==> src/rtl/axi_read_burst_splitter.sv <==
// Splits one long upstream read request into INCR bursts that respect the maximum
// burst length and never cross a 4 KB page; read data passes straight through.
module axi_read_burst_splitter #(
    parameter int AXI_AWIDTH        = 32,
    parameter int AXI_DWIDTH        = 32,
    parameter int AXI_MAX_BURST_LEN = 256
) (
    input  logic                  clk,
    input  logic                  rst,
    input  logic                  in_read_request_valid,
    output logic                  in_read_request_ready,
    input  logic [AXI_AWIDTH-1:0] in_read_addr,
    input  logic [31:0]           in_read_len,
    input  logic [2:0]            in_read_size,
    input  logic [1:0]            in_read_burst,
    output logic [AXI_DWIDTH-1:0] in_read_data,
    output logic                  in_read_data_valid,
    input  logic                  in_read_data_ready,
    output logic                  in_read_data_last,
    output logic                  out_read_request_valid,
    input  logic                  out_read_request_ready,
    output logic [AXI_AWIDTH-1:0] out_read_addr,
    output logic [31:0]           out_read_len,
    output logic [2:0]            out_read_size,
    output logic [1:0]            out_read_burst,
    input  logic [AXI_DWIDTH-1:0] out_read_data,
    input  logic                  out_read_data_valid,
    output logic                  out_read_data_ready
);
    localparam int BSHIFT = $clog2(AXI_DWIDTH / 8);
    localparam logic [AXI_AWIDTH-1:0] ALIGN_MASK =
        ~((AXI_AWIDTH'(1) << BSHIFT) - AXI_AWIDTH'(1));

    typedef enum logic [1:0] {IDLE, ISSUE, DRAIN} state_t;

    state_t                state_q, state_d;
    logic [AXI_AWIDTH-1:0] addr_q, addr_d;
    logic [7:0]            len_q, len_d;
    logic [32:0]           remaining_q, remaining_d;
    logic [32:0]           issue_cnt_q, issue_cnt_d;
    logic [32:0]           data_cnt_q, data_cnt_d;
    logic [2:0]            size_q, size_d;
    logic [1:0]            burst_q, burst_d;

    logic                  busy;
    logic                  beat_hs;
    logic [8:0]            chunk;
    logic [AXI_AWIDTH-1:0] next_addr;
    logic [32:0]           next_rem;

    // Burst length (beats minus 1) limited by remaining beats, burst cap and page end.
    function automatic logic [7:0] chunk_len(input logic [11:0] page_off,
                                             input logic [32:0] rem);
        logic [12:0] page_beats;
        logic [32:0] c;
        page_beats = (13'd4096 - {1'b0, page_off}) >> BSHIFT;
        c = rem;
        if (c > 33'(AXI_MAX_BURST_LEN)) c = 33'(AXI_MAX_BURST_LEN);
        if (c > 33'(page_beats))        c = 33'(page_beats);
        return 8'(c - 33'd1);
    endfunction

    assign busy                   = (state_q != IDLE);
    assign in_read_request_ready  = (state_q == IDLE);
    assign out_read_request_valid = (state_q == ISSUE);
    assign out_read_addr          = addr_q;
    assign out_read_len           = {24'd0, len_q};
    assign out_read_size          = size_q;
    assign out_read_burst         = burst_q;

    assign in_read_data        = out_read_data;
    assign in_read_data_valid  = out_read_data_valid & busy;
    assign out_read_data_ready = in_read_data_ready & busy;
    assign in_read_data_last   = in_read_data_valid & (data_cnt_q == issue_cnt_q - 33'd1);
    assign beat_hs             = in_read_data_valid & in_read_data_ready;

    assign chunk     = {1'b0, len_q} + 9'd1;
    assign next_addr = addr_q + (AXI_AWIDTH'(chunk) << BSHIFT);
    assign next_rem  = remaining_q - 33'(chunk);

    always_comb begin
        state_d     = state_q;
        addr_d      = addr_q;
        len_d       = len_q;
        remaining_d = remaining_q;
        issue_cnt_d = issue_cnt_q;
        data_cnt_d  = data_cnt_q;
        size_d      = size_q;
        burst_d     = burst_q;
        case (state_q)
            IDLE: begin
                if (in_read_request_valid) begin
                    addr_d      = in_read_addr & ALIGN_MASK;
                    remaining_d = {1'b0, in_read_len} + 33'd1;
                    issue_cnt_d = {1'b0, in_read_len} + 33'd1;
                    data_cnt_d  = 33'd0;
                    len_d       = chunk_len(addr_d[11:0], remaining_d);
                    size_d      = in_read_size;
                    burst_d     = in_read_burst;
                    state_d     = ISSUE;
                end
            end
            ISSUE: begin
                if (out_read_request_ready) begin
                    addr_d      = next_addr;
                    remaining_d = next_rem;
                    if (next_rem == 33'd0) begin
                        state_d = DRAIN;
                    end else begin
                        len_d = chunk_len(next_addr[11:0], next_rem);
                    end
                end
            end
            DRAIN: begin
            end
            default: state_d = IDLE;
        endcase
        // Completion of the whole request takes priority over any pending issue.
        if (beat_hs) begin
            data_cnt_d = data_cnt_q + 33'd1;
            if (in_read_data_last) state_d = IDLE;
        end
    end

    always_ff @(posedge clk) begin
        if (rst) begin
            state_q     <= IDLE;
            addr_q      <= '0;
            len_q       <= '0;
            remaining_q <= '0;
            issue_cnt_q <= '0;
            data_cnt_q  <= '0;
            size_q      <= '0;
            burst_q     <= '0;
        end else begin
            state_q     <= state_d;
            addr_q      <= addr_d;
            len_q       <= len_d;
            remaining_q <= remaining_d;
            issue_cnt_q <= issue_cnt_d;
            data_cnt_q  <= data_cnt_d;
            size_q      <= size_d;
            burst_q     <= burst_d;
        end
    end
endmodule

==> config.mk <==
export PLATFORM = sky130hd
export DESIGN_NAME = axi_read_burst_splitter
export DESIGN_NICKNAME = d
export VERILOG_FILES = /design/src/rtl/axi_read_burst_splitter.sv
export SDC_FILE = /design/constraint.sdc
export NUM_CORES = 1
export LEC_CHECK = 0
export CAP_MARGIN = 40
export CORE_AREA = 2 2 188 190
export DETAILED_ROUTE_END_ITERATION = 8
export DIE_AREA = 0 0 190 192
export PLACE_DENSITY = 0.69
export SLEW_MARGIN = 20
export SYNTH_ARGS = -nofsm -noshare
export SYNTH_HDL_FRONTEND = slang
export SYNTH_SLANG_ARGS = --single-unit
==> constraint.sdc <==
create_clock -name clk -period 22.4 [get_ports clk]
set_input_delay 6.72 -clock clk [delete_from_list [all_inputs] [get_ports clk]]
set_output_delay 6.72 -clock clk [all_outputs]
set_load 0.01 [all_outputs]
Word level (Yosys, flattened, before mapping)
Index checks and enable logic that the tools add are counted.

Register bits after elaboration: 146. Input port bits: 107.

Bitwise gates (word level): 4. Order comparisons: 4. Reductions and logical operators: 10. Equal/unequal tests: 6. Add/subtract/negate cells: 10. Mux-type cells: 33.

Operators by type and width (count): $mux 33 (12); $mux 8 (10); $gt 33x11->1 (2); $gt 33x9->1 const B (2); $pmux 33 s2 (1); $mux 32 (2); $pmux 32 s2 (1); $add 32x1->33 const B (1); $add 33x1->33 const B (1); $eq 33x33->1 (1); $logic_not 33->1 (1); $sub 33x1->33 const B (1); $sub 33x9->33 (1); $add 32x11->32 (1); $sub 13x12->13 const A (2); $pmux 8 s2 (1); $sub 8x1->8 const B (2); $mux 2 (5); $add 8x1->9 const B (1); $reduce_bool 2->1 (4); $pmux 2 s3 (1); $and 1x1->1 (4); $ne 2x2->1 const B (2); $reduce_and 2->1 (2); 6 further kinds (6).

Depth between registers and ports, before layout
Gate-level depths: netlist (run 1).

Depth in word-level cells: 16. Gate-level depth with buffers: 31. Gate-level depth less buffers: 29.

Worst setup path before layout (run 1)
Ideal clock, no wire load.

Kind: input to output. Start point: input port out_read_data_valid. End point: output port in_read_data_last. Arrival: 8.450 ns. Setup slack: 7.230 ns. Cell stages on the path: 8. Buffers on the path: 0. Required time: 15.680 ns. Cells stage by stage: nor2b_1 -> nor4b_1 -> nand4_1 -> nor4_1 -> nand3_1 -> nor4_1 -> nand3_1 -> nor4b_1.

Cells in the longest elaborated chain, start to end: 2.

Ends and longest elaborated chain: start, declared (line 27) `input logic out_read_data_valid,`; $and 1x1->1 (line 72) `assign in_read_data_valid = out_read_data_valid & busy;`; $and 1x1->1 (line 74) `assign in_read_data_last = in_read_data_valid & (data_cnt_q == issue_cnt_q - 33'd1);`; end, declared (line 19) `output logic in_read_data_last,`.

No other way between the ends.

Worst setup path after layout (run 1)
Same ends and word-level chain as after synthesis.

==> load_flow_metrics.sql, run 1 <==
INSERT INTO impl_metrics (metric_group, metric, value, unit) VALUES
('status', 'run_status', 'finished, final reports clean', ''),
('timing', 'slew_headroom', '46.2', '%'),
('floorplan', 'die_w', '190', 'um'),
('logic_synthesis', 'ys.flop_type', 'sky130_fd_sc_hd__dfxtp_1', ''),
('pwr', 'power_frac_clock', '30.0', '%'),
('placed_design', 'placement.io_buffers', '120', ''),
('logic_synthesis', 'synth_warnings', '0', ''),
('logic_synthesis', 'synth.cell_area', '11900', 'um2'),
('pwr', 'internal_power', '0.565', 'mW'),
('routing', 'drt_first_pass_iters', '5', ''),
('clock_tree', 'tritoncts', 'built', ''),
('run', 'maxCapViolations', '0', ''),
('worst_hold_path', 'worst_hold_path.endpoint', 'remaining_q[4]', ''),
('clock_tree', 'cts_repair_resize_count', '0', ''),
('routing', 'post_route_m1_wl', '17300', 'um'),
('timing', 'final_period_minus_worst_setup_slack', '16.58', 'ns'),
('floorplan', 'floorplan.die_area', '36500', 'um2'),
('timing', 'finalHoldViolCount', '0', ''),
('final_layout', 'layout.cells.non_filler', '2147', ''),
('pwr', 'power_frac_seq', '31.7', '%'),
('pwr', 'power_switching_share', '40.5', '%'),
('clock_tree', 'clock_path_buffers', '2', ''),
('routing', 'postRouteAntennaNets', '0', ''),
('final_layout', 'final_nets', '1836', ''),
('grt', 'grt_first_pass_wirelength', '62400', 'um'),
('pwr', 'power.switching', '0.385', 'mW'),
('worst_setup_path', 'worst_ep_arrival', '9.86', 'ns'),
('grt', 'global_route.overflow_total', '0', ''),
('pwr', 'irDropWorstVdd', '0.0578', 'mV'),
('timing', 'min_period_over_period', '74.0', '%'),
('timing', 'grt_setup_unrepaired', 'no', ''),
('clock_tree', 'postCtsSetupRepairBufs', '0', ''),
('logic_synthesis', 'ys_seq_area_share', '24.2', '%'),
('logic_synthesis', 'post_synth_num_cell_types', '85', ''),
('logic_synthesis', 'syn_area_per_cell', '7.23', 'um2'),
('worst_setup_path', 'launch_point_of_the_worst_reg_to_reg_path', 'len_q[0]', ''),
('final_layout', 'layout-drive-gt1-share', '5.44', '%'),
('worst_setup_path', 'worst_r2r_path_depth', '28', ''),
('logic_synthesis', 'ys_async_sr_fraction', '0', '%'),
('clock_tree', 'clock_sink_count', '144', ''),
('routing', 'wl_per_cell', '18.5', 'um'),
('grt', 'pin_count_of_the_biggest_net_entering_global_routing', '80', ''),
('worst_setup_path', 'critical_path.cell_chain', 'clkdlybuf4s50_1 -> nor2b_1 -> nor4b_1 -> nand4_1 -> nor4_1 -> nand3_1 -> nor4_1 -> nand3_1 -> nor4b_1 -> clkdlybuf4s50_1', ''),
('floorplan', 'coreArea', '34300', 'um2'),
('worst_setup_path', 'timing.critical_path.from_type', 'primary input', ''),
('worst_setup_path', 'cp_max_fo', '5', ''),
('pwr', 'powerDensity', '69.3', 'nW/um2'),
('placed_design', 'placed_area', '13100', 'um2'),
('placed_design', 'dpl.cell_count', '2113', ''),
('worst_setup_path', 'critical-path-max-stage-delay', '0.65', 'ns'),
('worst_setup_path', 'cp_top_family', 'simple AND/OR/NAND/NOR gates', ''),
('worst_setup_path', 'critical_path_required', '15.68', 'ns'),
('logic_synthesis', 'synth_enable_flop_cells', '0', ''),
('logic_synthesis', 'synth.ff_latch_count', '144', ''),
('pwr', 'pwr-share-comb', '38.3', '%'),
('routing', 'drt_drc_violations_left', '0', ''),
('clock_tree', 'hold_fix_buffer_count_after_cts', '0', ''),
('timing', 'achievable-frequency', '60.3', 'MHz'),
('worst_setup_path', 'crit_type', 'primary input to output port', ''),
('pwr', 'leakage', '5.08', 'nW'),
('clock_tree', 'root_buffer', 'sky130_fd_sc_hd__clkbuf_16', ''),
('worst_hold_path', 'hold_class', 'flip-flop to flip-flop', ''),
('routing', 'detailroute.wirelength.met2', '18100', 'um'),
('worst_setup_path', 'worst-path-buf-inv', '2', ''),
('worst_setup_path', 'cp-end-kind', 'output port', ''),
('floorplan', 'initial_core_util', '34.8', '%'),
('final_layout', 'postLayoutCoreUtil', '40.0', '%'),
('floorplan', 'num_rows', '68', ''),
('final_layout', 'finish.instance_area', '13700', 'um2'),
('placed_design', 'gp_routability_congestion', '0.934', ''),
('grt', 'grt_antenna_before_repair', '0', '');
## power by group through the flow
stage | sequential, mW | combinational (mW) | clock, mW
after global routing | 0.305 | 0.399 | 0.299
after detailed placement | 0.307 | 0.355 | 0
final | 0.302 | 0.364 | 0.285
after floorplan | 0.301 | 0.257 | 0
after global placement | 0.306 | 0.349 | 0
after CTS | 0.301 | 0.357 | 0.288
## logic make-up after synthesis
| family | share of synthesized area [%] |
|---|---|
| DFF | 24.2 |
| other | 0.0315 |
| and+or+nand+nor | 30.6 |
| buffers and inverters | 7.86 |
| AOI/OAI and AO/OA | 22.5 |
| adders and majority gates | 5.37 |
| xor gates and xnor gates | 8.16 |
| muxes | 1.31 |
## cell usage after synthesis, types with 13 or more instances
master,n,area [um2]
sky130_fd_sc_hd__a211oi_1,53,398
sky130_fd_sc_hd__a21o_1,14,105
sky130_fd_sc_hd__a21oi_1,92,460
sky130_fd_sc_hd__a22oi_1,20,150
sky130_fd_sc_hd__a31oi_1,22,138
sky130_fd_sc_hd__and3_1,44,275
sky130_fd_sc_hd__buf_4,58,435
sky130_fd_sc_hd__clkbuf_1,75,282
sky130_fd_sc_hd__dfxtp_1,144,2880
sky130_fd_sc_hd__ha_1,48,601
sky130_fd_sc_hd__inv_1,38,143
sky130_fd_sc_hd__nand2_1,174,653
sky130_fd_sc_hd__nand3_1,70,350
sky130_fd_sc_hd__nand4_1,25,156
sky130_fd_sc_hd__nor2_1,209,785
sky130_fd_sc_hd__nor3_1,64,320
sky130_fd_sc_hd__nor4_1,39,244
sky130_fd_sc_hd__o211ai_1,13,97.6
sky130_fd_sc_hd__o21a_1,13,97.6
sky130_fd_sc_hd__o21ai_0,63,315
sky130_fd_sc_hd__o22ai_1,15,93.8
sky130_fd_sc_hd__or2_2,16,100
sky130_fd_sc_hd__or3_1,17,106
sky130_fd_sc_hd__xnor2_1,69,604
sky130_fd_sc_hd__xor2_1,42,368
## through the flow
stage	hold WS [ns]	setup WS [ns]
after CTS	0.460	5.80
final	0.458	5.82
after global placement	0.440	5.83
after detailed placement	0.448	5.81
after global routing	0.477	5.52
after floorplan	0.432	7.23
## worst max-delay path by stage
stage	end	startpoint
5_1_grt	in_read_data_last	out_read_data_valid
6_report	in_read_data_last	out_read_data_valid
4_1_cts	in_read_data_last	out_read_data_valid
3_3_place_gp	in_read_data_last	out_read_data_valid
2_1_floorplan	in_read_data_last	out_read_data_valid
3_5_place_dp	in_read_data_last	out_read_data_valid
## area by class of cell
class	count	area, um2
fill	3491	20600
timing repair buffer	133	1330
tap	455	569
clock inverter	15	146
clock buffer	17	425
inverter	39	146
multi-input combinational	1344	8220
sequential	144	2880
## cell usage in the layout (no fill, tap or decap), types with 39 or more instances in the layout
| cell | instances |
|---|---|
| sky130_fd_sc_hd__dfxtp_1 | 144 |
| sky130_fd_sc_hd__and3_1 | 44 |
| sky130_fd_sc_hd__a211oi_1 | 53 |
| sky130_fd_sc_hd__xor2_1 | 42 |
| sky130_fd_sc_hd__nor3_1 | 64 |
| sky130_fd_sc_hd__nand3_1 | 70 |
| sky130_fd_sc_hd__nor4_1 | 39 |
| sky130_fd_sc_hd__nand2_1 | 173 |
| sky130_fd_sc_hd__a21oi_1 | 91 |
| sky130_fd_sc_hd__o21ai_0 | 63 |
| sky130_fd_sc_hd__xnor2_1 | 69 |
| sky130_fd_sc_hd__clkdlybuf4s50_1 | 119 |
| sky130_fd_sc_hd__ha_1 | 48 |
| sky130_fd_sc_hd__nor2_1 | 209 |
## metal layers
metal	vias up	GRT usage, %
met1	5850	28.2
met2	495	35.2
met4	0	8.17
li1	5971	-
met5	-	0
met3	74	3.89
## worst min-delay path, stage by stage (launching register included)
cell,delay [ns]
sky130_fd_sc_hd__dfxtp_1,0.32
sky130_fd_sc_hd__nand2_1,0.05
sky130_fd_sc_hd__a21oi_1,0.05
## sequential cells by signal, indices dropped and copies added, names as in the netlist
register	count
len_q	8
issue_cnt_q	33
remaining_q	33
out_read_size	3
out_read_addr	30
state_q	2
data_cnt_q	33
out_read_burst	2
(Power assumes the default switching activity.)
==> run 2: changes to the inputs <==
Settings changed: PLACE_DENSITY 0.69 to 0.71.
Clock period 22.4 ns to 14 ns, I/O delays scaled along.
==> run 2 against run 1 <==
Effect of this change: clock power is 67% higher; flip-flop and latch count unchanged; first-iteration DRC count up 15%; final cell count is the same; highest routed layer unchanged; critical path type unchanged; sequential share of layout area is essentially flat; non-clock buffer count did not move; hold slack got worse by 0.0051 ns; power up 62%; via count increased by 0.62%; critical endpoint unchanged; sequential power increased by 60%; critical path depth did not move.
==> load_flow_metrics.sql, run 2 (synthesized netlist as in run 1, its figures left out) <==
INSERT INTO impl_metrics (metric_group, metric, value, unit) VALUES
('status', 'run_status', 'finished, final reports clean', ''),
('floorplan', 'initial_core_util', '34.8', '%'),
('worst_setup_path', 'critical_path_required', '9.80', 'ns'),
('floorplan', 'die_height', '192', 'um'),
('timing', 'slew_headroom', '43.8', '%'),
('routing', 'via_per_inst', '5.81', ''),
('floorplan', 'die_w', '190', 'um'),
('final_layout', 'final_nets', '1836', ''),
('worst_setup_path', 'cp_max_fo', '5', ''),
('clock_tree', 'clock_latency', '0.44', 'ns'),
('final_layout', 'layout-drive-gt1-share', '5.26', '%'),
('clock_tree', 'root_buffer', 'sky130_fd_sc_hd__clkbuf_16', ''),
('placed_design', 'gp_routability_congestion', '0.951', ''),
('placed_design', 'placed_area', '13100', 'um2'),
('routing', 'drt_first_pass_iters', '6', ''),
('timing', 'finalHoldViolCount', '0', ''),
('timing', 'final_period_minus_worst_setup_slack', '11.58', 'ns'),
('final_layout', 'layout.cells.most_common_list', 'sky130_fd_sc_hd__nor2_1, sky130_fd_sc_hd__nand2_1, sky130_fd_sc_hd__dfxtp_1', ''),
('routing', 'detailroute.via_count', '12500', ''),
('grt', 'global_route.overflow_total', '0', ''),
('worst_setup_path', 'timing.critical_path.from_type', 'primary input', ''),
('timing', 'fin_ws', '2.42', 'ns'),
('final_layout', 'top_registers', 'data_cnt_q: 33 flops, issue_cnt_q: 33 flops, remaining_q: 33 flops', ''),
('grt', 'grt_first_pass_wirelength', '62700', 'um'),
('clock_tree', 'hold_fix_buffer_count_after_cts', '0', ''),
('routing', 'postRouteAntennaNets', '0', ''),
('timing', 'totalNegativeSetupSlack', '0', 'ns'),
('worst_hold_path', 'hold_class', 'flip-flop to flip-flop', ''),
('routing', 'drt_drc_violations_left', '0', ''),
('routing', 'detailedRoute.firstIterationViolations', '1090', ''),
('floorplan', 'floorplan.die_area', '36500', 'um2'),
('grt', 'grt_antenna_before_repair', '0', ''),
('final_layout', 'combined_area_of_the_multi_input_logic_cells', '8220', 'um2'),
('pwr', 'irDropWorstVdd', '0.0703', 'mV'),
('floorplan', 'coreArea', '34300', 'um2'),
('clock_tree', 'worst_setup_hold_path_clk_slew', '0.06', 'ns'),
('routing', 'wl_per_cell', '19.0', 'um'),
('worst_setup_path', 'cp-end-kind', 'output port', ''),
('timing', 'fin_worst_skew', '0.0150', 'ns'),
('grt', 'grt_use_total', '21.7', '%'),
('run', 'maxCapViolations', '0', ''),
('timing', 'min_period_over_period', '82.7', '%'),
('clock_tree', 'clock_path_buffers', '2', ''),
('worst_setup_path', 'crit_type', 'primary input to output port', ''),
('grt', 'pin_count_of_the_biggest_net_entering_global_routing', '80', ''),
('clock_tree', 'tritoncts_buffer_count', '17', ''),
('clock_tree', 'postCtsSetupRepairBufs', '0', ''),
('final_layout', 'fillerInstances', '3533', ''),
('pwr', 'powerDensity', '112', 'nW/um2'),
('final_layout', 'finish.instance_area', '13700', 'um2'),
('final_layout', 'area.sequential', '2880', 'um2'),
('final_layout', 'most_common_library_cell_in_the_layout_ignoring_fill_and_taps', 'sky130_fd_sc_hd__nor2_1', ''),
('timing', 'grt_setup_unrepaired', 'no', ''),
('worst_setup_path', 'worst_ep_arrival', '7.38', 'ns'),
('final_layout', 'n_antenna_cell', '0', ''),
('final_layout', 'synth_to_final_area_change', '15.0', '%'),
('timing', 'worstMarginPinSlew', '0.843', 'ns'),
('timing', 'achievable-frequency', '86.4', 'MHz'),
('placed_design', 'sum_of_net_half_perimeters_after_detailed_placement', '30600', 'um'),
('floorplan', 'design.portCount', '213', ''),
('clock_tree', 'clock_sink_count', '144', ''),
('pwr', 'leakage', '5.06', 'nW'),
('routing', 'totalWireLength', '40700', 'um'),
('floorplan', 'num_rows', '68', ''),
('placed_design', 'detailedPlace.worstSlack', '2.46', 'ns'),
('timing', 'setup_viol', '0', ''),
('clock_tree', 'cts_repair_resize_count', '0', ''),
('grt', 'first_global_vias', '11500', ''),
('clock_tree', 'cts_h_tree_lvls', '4', ''),
('clock_tree', 'tritoncts', 'built', ''),
('timing', 'final-max-slew-violation-count', '0', ''),
('placed_design', 'placement.io_buffers', '120', '');
## run 2: metal layers
layer | global-route usage [%] | share of wire (%)
met2 | 36.3 | 47
met4 | 8.44 | 3.1
met5 | 0 | 0
met1 | 27.8 | 43
met3 | 3.56 | 7.3
## run 2: worst paths after layout
kind                                          start           endpoint  slack (ns)  cells after the start
worst max-delay path            out_read_data_valid  in_read_data_last        2.42                     10
worst min-delay path              out_read_burst[0]  out_read_burst[0]        0.45                      2
worst min register to register    out_read_burst[0]  out_read_burst[0]        0.45                      2
worst max register to register             len_q[0]           len_q[6]        6.28                     29
## run 2: power breakdown
part	internal, mW	switching (mW)
clock network	0.267	0.208
logic	0.224	0.356
registers	0.441	0.0426
total	0.932	0.607
## run 2: worst max-delay path, stage by stage
cell and delay [ns]:
sky130_fd_sc_hd__clkdlybuf4s50_1 0.52, sky130_fd_sc_hd__nor2b_1 0.20, sky130_fd_sc_hd__nor4b_1 0.25, sky130_fd_sc_hd__nand4_1 0.13
sky130_fd_sc_hd__nor4_1 0.39, sky130_fd_sc_hd__nand3_1 0.12, sky130_fd_sc_hd__nor4_1 0.27, sky130_fd_sc_hd__nand3_1 0.12
sky130_fd_sc_hd__nor4b_1 0.54, sky130_fd_sc_hd__clkdlybuf4s50_1 0.64
## run 2: final cells by class
class | count | area share, %
clock buffer | 19 | 3.16
clock inverter | 13 | 1.11
timing repair buffer | 133 | 9.50
inverter | 39 | 1.07
sequential | 144 | 21.0
multi-input combinational | 1344 | 60.0
tap | 455 | 4.15
## run 2: per-stage QoR
stage | util, % | hold slack [ns] | power (mW) | instances
5_1_grt | 40.0 | 0.487 | 1.62 | 2147
3_3_place_gp | 38.2 | 0.441 | 1.05 | 2111
2_1_floorplan | - | 0.432 | 0.892 | 1677
3_5_place_dp | 38.2 | 0.447 | 1.06 | 2112
6_report | 40.0 | 0.453 | 1.54 | 2147
4_1_cts | 39.9 | 0.456 | 1.53 | 2144
